<file path="src/rtl/segment_demodulator_pkg.sv">
// Shared definitions for the segment demodulator: FSM states, decoded symbol
// values and the accumulator width rule.
package segment_demodulator_pkg;

   typedef enum logic [1:0] {
      IDLE,
      ACCUM,
      DECIDE
   } demod_state_t;

   localparam int BIT_ZERO = 0;
   localparam int BIT_ONE  = 1;

   // Full-precision product plus log2(SEG_LEN) growth bits plus one guard bit
   // so that (-2^(W-1))^2 * SEG_LEN stays positive.
   function automatic int acc_width(input int width, input int seg_len);
      return 2 * width + $clog2(seg_len) + 1;
   endfunction

endpackage

</file>
<file path="src/rtl/segment_demodulator_signed_mac.sv">
// Signed multiply-accumulate: full-width product sign-extended into the
// accumulator, with synchronous clear and enable.
module signed_mac #(
   parameter int WIDTH = 32,
   parameter int ACC_W = 2 * WIDTH + 4
) (
   input  logic                    clk,
   input  logic                    reset,
   input  logic                    clear,
   input  logic                    en,
   input  logic signed [WIDTH-1:0] a,
   input  logic signed [WIDTH-1:0] b,
   output logic signed [ACC_W-1:0] acc
);

   logic signed [2*WIDTH-1:0] prod;
   logic signed [ACC_W-1:0]   prod_ext;

   assign prod     = a * b;
   assign prod_ext = {{(ACC_W - 2 * WIDTH){prod[2*WIDTH-1]}}, prod};

   always_ff @(posedge clk) begin
      if (reset || clear) begin
         acc <= '0;
      end else if (en) begin
         acc <= acc + prod_ext;
      end
   end

endmodule

</file>
<file path="src/rtl/segment_demodulator.sv">
// Correlates one received segment against the reference waveform and decodes
// the symbol from the sign of the correlation sum.
module segment_demodulator
   import segment_demodulator_pkg::*;
#(
   parameter int WIDTH   = 32,
   parameter int SEG_LEN = 8,
   parameter int ACC_W   = acc_width(WIDTH, SEG_LEN)
) (
   input  logic                    clk,
   input  logic                    reset,
   input  logic                    start,
   input  logic                    sample_valid,
   input  logic signed [WIDTH-1:0] rx_sample,
   input  logic signed [WIDTH-1:0] ref_sample,
   output logic        [WIDTH-1:0] output_bit,
   output logic signed [ACC_W-1:0] corr_out,
   output logic                    valid,
   output logic                    busy
);

   localparam int CNT_W = $clog2(SEG_LEN);

   demod_state_t            state_q, state_d;
   logic [CNT_W-1:0]        cnt_q, cnt_d;
   logic                    busy_d;
   logic                    valid_d;
   logic [WIDTH-1:0]        output_bit_d;
   logic signed [ACC_W-1:0] corr_d;
   logic signed [ACC_W-1:0] acc;
   logic                    mac_clear;
   logic                    mac_en;

   assign mac_clear = (state_q == IDLE) && start;
   assign mac_en    = (state_q == ACCUM) && sample_valid;

   signed_mac #(
      .WIDTH (WIDTH),
      .ACC_W (ACC_W)
   ) u_mac (
      .clk   (clk),
      .reset (reset),
      .clear (mac_clear),
      .en    (mac_en),
      .a     (rx_sample),
      .b     (ref_sample),
      .acc   (acc)
   );

   always_ff @(posedge clk) begin
      if (reset) begin
         state_q    <= IDLE;
         cnt_q      <= '0;
         busy       <= 1'b0;
         valid      <= 1'b0;
         output_bit <= '0;
         corr_out   <= '0;
      end else begin
         state_q    <= state_d;
         cnt_q      <= cnt_d;
         busy       <= busy_d;
         valid      <= valid_d;
         output_bit <= output_bit_d;
         corr_out   <= corr_d;
      end
   end

   always_comb begin
      state_d      = state_q;
      cnt_d        = cnt_q;
      busy_d       = busy;
      valid_d      = 1'b0;
      output_bit_d = output_bit;
      corr_d       = corr_out;
      unique case (state_q)
         IDLE: begin
            if (start) begin
               cnt_d   = '0;
               busy_d  = 1'b1;
               state_d = ACCUM;
            end
         end
         ACCUM: begin
            // The counter stops at SEG_LEN-1; the accumulator takes the last
            // sample on the same edge that moves us to DECIDE.
            if (sample_valid) begin
               if (cnt_q == CNT_W'(SEG_LEN - 1)) begin
                  state_d = DECIDE;
               end else begin
                  cnt_d = cnt_q + CNT_W'(1);
               end
            end
         end
         DECIDE: begin
            corr_d       = acc;
            output_bit_d = acc[ACC_W-1] ? WIDTH'(BIT_ONE) : WIDTH'(BIT_ZERO);
            valid_d      = 1'b1;
            busy_d       = 1'b0;
            state_d      = IDLE;
         end
         default: begin
            state_d = IDLE;
         end
      endcase
   end

endmodule

</file>
<file path="config.mk">
export PLATFORM = sky130hd
export DESIGN_NAME = segment_demodulator
export DESIGN_NICKNAME = d
export VERILOG_FILES = /design/src/rtl/segment_demodulator_pkg.sv /design/src/rtl/segment_demodulator_signed_mac.sv /design/src/rtl/segment_demodulator.sv
export SDC_FILE = /design/constraint.sdc
export NUM_CORES = 2
export LEC_CHECK = 0
export BUFFER_PORTS_ARGS = -buffer_cell sky130_fd_sc_hd__buf_2
export CAP_MARGIN = 15
export CORE_UTILIZATION = 61
export DETAILED_ROUTE_END_ITERATION = 7
export GPL_TIMING_DRIVEN = 0
export PLACE_DENSITY = 0.87
export SLEW_MARGIN = 25
export SYNTH_ARGS = -nofsm -noshare
export SYNTH_HDL_FRONTEND = slang
export SYNTH_SLANG_ARGS = --single-unit
</file>
<file path="constraint.sdc">
create_clock -name clk -period 13.05 [get_ports clk]
set_clock_uncertainty 0.15 [all_clocks]
set_input_delay 1.305 -clock clk [delete_from_list [all_inputs] [get_ports clk]]
set_output_delay 1.305 -clock clk [all_outputs]
set_load 0.05 [all_outputs]
</file>
==> impl_metrics.ini <==
[run_status]
status = completed

[final_layout]
area_growth_pct = 5.96
layout.nets = 6857
final_util_pct = 65.2
drive_gt1_share_pct = 4.66

[sta]
fmax_mhz = 99.6
fin_crit_sh_pct = 76.9
period_needed_ns = 10.04
rsz0062_at_grt = false
report.final.slew_viol_count = 0
finalHoldViolations = 0
max_slew.worst_pin.slew_ns = 1.25
setup_tns_ns = 0
setup_viol = 0
slew_headroom_pct = 17.0

[global_routing]
grt_pass1_vias = 39800
grt-ovfl-total = 0
grt_max_degree = 33
grt_usage_pct = 43.0
grt_pass1_wl_microns = 240000
antenna_found_initial = 23

[worst_setup_path]
r2r-start = u_mac.acc[23]
rr_worst_depth = 27
crit_required_ns = 13.21
r2r_end = u_mac.acc[66]
cp_max_fo = 10
path_buf_inv = 7
critical_path_class = input port to flop
critical-path-max-stage-delay_ns = 0.79
cp-start-kind = input port
end_kind = flop
crit_top_cell = fa_1
cp_top_family = adder cells
r2r_setup_slack_ns = 4.69
cp.arrival_ns = 10.20
critPathSlowestCell = fa_1

[placement]
place.gp.congestion = 1.07
io_buffers = 138
dpl.hpwl_microns = 135000

[logic_synthesis]
yosysTopAreaCellShare_pct = 53.7
synth_edf_count = 0
synthArstFlopShare_pct = 0
yosysTopAreaCell = fa_1
synth-seq-cells = 143
ys_types = 68
syn-cell-area_sq_mm = 0.0467
netlist_instances = 5117
synth-main-ff-cell = dfxtp_1
syn_area_per_cell_sq_um = 9.12
ys_warn_count = 0
synth_area_leaders = fa_1 54%, inv_1 10%, nand2_1 6.5%
yosysSeqAreaShare_pct = 6.13

[route]
wire_per_inst_microns = 25.6
first_iter_violations = 4232
ant_nets = 0
route.detailed.drc = 0
avgViaCountPerCell = 5.93
dr.pass1.iters = 6
drt_wl_total_microns = 161000
vias = 37400

[clock_tree]
path_clk_slew_ns = 0.06
clockBufferDepth = 2
ctsHoldBuffers = 0
clock_latency_ns = 0.43
cts_resized = 0
cts_max_level = 4
cts_sinks = 143
cts_buffers = 17
cts_tree = yes
cts_setup_buffers = 0
root_buffer = clkbuf_16

[min_path]
min_to = corr_out[24]
min_from = corr_out[24]
hold_class = flop to flop
hold_depth = 2

[flow_run]
drv_cap = 0

[die]
core.rowCount = 101
die-area_sq_mm = 0.0776
die_h_microns = 279
core_area_sq_mm = 0.0758
start_util_pct = 61.6
pin_count = 170
die_w_microns = 279
kinds of logic after synthesis:
logic type,after synthesis,synth area share (%)
AO/OA/AOI/OAI,378,4.89
XOR/XNOR,70,1.31
adder cells (fa/ha/maj),1480,59.8
buffers and inverters,1584,13.0
flip-flops,143,6.13
multiplexers,2,0.0456
other,1,0.00803
AND/OR/NAND/NOR,1459,14.8
cell usage after synthesis, types with 32 or more instances:
library cell,n
buf_4,32
ha_1,228
dfxtp_1,143
a21oi_1,189
nor2_1,82
a21o_1,44
nand2_1,804
fa_1,1252
xnor2_1,45
o21ai_0,57
inv_1,1284
and2_1,474
clkbuf_1,245
final cells by class:
class | count | area (sq um)
clock buffer | 20 | 467
timing repair buffer | 143 | 821
inverter | 1284 | 4820
clock inverter | 11 | 106
antenna | 13 | 32.5
buffer | 300 | 1270
sequential | 143 | 2860
tap | 978 | 1220
multi-input combinational | 3420 | 37900
fill | 6037 | 26400
worst max path at each step:
stage | slack, ns | cells after the start | start | end
3_3_place_gp | 1.61 | 29 | rx_sample[31] | u_mac.acc[66]
3_5_place_dp | 2.73 | 27 | ref_sample[9] | u_mac.acc[67]
6_report | 3.01 | 27 | ref_sample[9] | u_mac.acc[67]
4_1_cts | 3.17 | 27 | ref_sample[9] | u_mac.acc[67]
2_1_floorplan | 3.27 | 29 | ref_sample[0] | u_mac.acc[66]
5_1_grt | 2.78 | 29 | ref_sample[9] | u_mac.acc[65]
layout by cell type, fill, tap and decap left out, drive strengths merged, types with 14 or more instances in the layout:
cell,instances
ha,228
xnor2,45
buf,197
nand2,804
a21o,44
nor2,84
nand4,20
nand3,17
a211oi,18
a21oi,190
clkbuf,266
nand2b,14
dfxtp,143
o21ai,63
inv,1288
and2,474
conb,31
fa,1252
xor2,25
sequential cells by signal, summed over array words and instances, names as in the netlist:
register    flops
cnt_q           3
valid           1
output_bit      1
busy            1
state_q         2
u_mac.acc      68
corr_out       67
through the flow:
| step | hold slack [ns] | setup slack (ns) | instances | area [sq um] |
|---|---|---|---|---|
| floorplan | 0.282 | 3.27 | 5147 | 46800 |
| global placement | 0.291 | 1.61 | 6263 | 48700 |
| detailed placement | 0.295 | 2.73 | 6268 | 48800 |
| CTS | 0.303 | 3.17 | 6299 | 49400 |
| global route | 0.325 | 2.78 | 6301 | 49400 |
| finish | 0.302 | 3.01 | 6312 | 49500 |
metal layers:
metal	part of all wire (%)	up-vias	wire length (microns)	track usage [%]
met4	10	4	16500	33.7
met3	12	800	19700	12.0
met2	45	2713	72400	65.5
met5	0.011	-	17	0
met1	33	18900	52800	51.7
li1	-	15000	-	-
tightest hold or removal path, stage by stage, from the launching register on:
cell,delay [ns]
dfxtp_1,0.31
nand2_1,0.05
a21oi_1,0.05
Power is not shown: default switching activity piles up to over one toggle a cycle in this logic, so the estimate is an artifact.
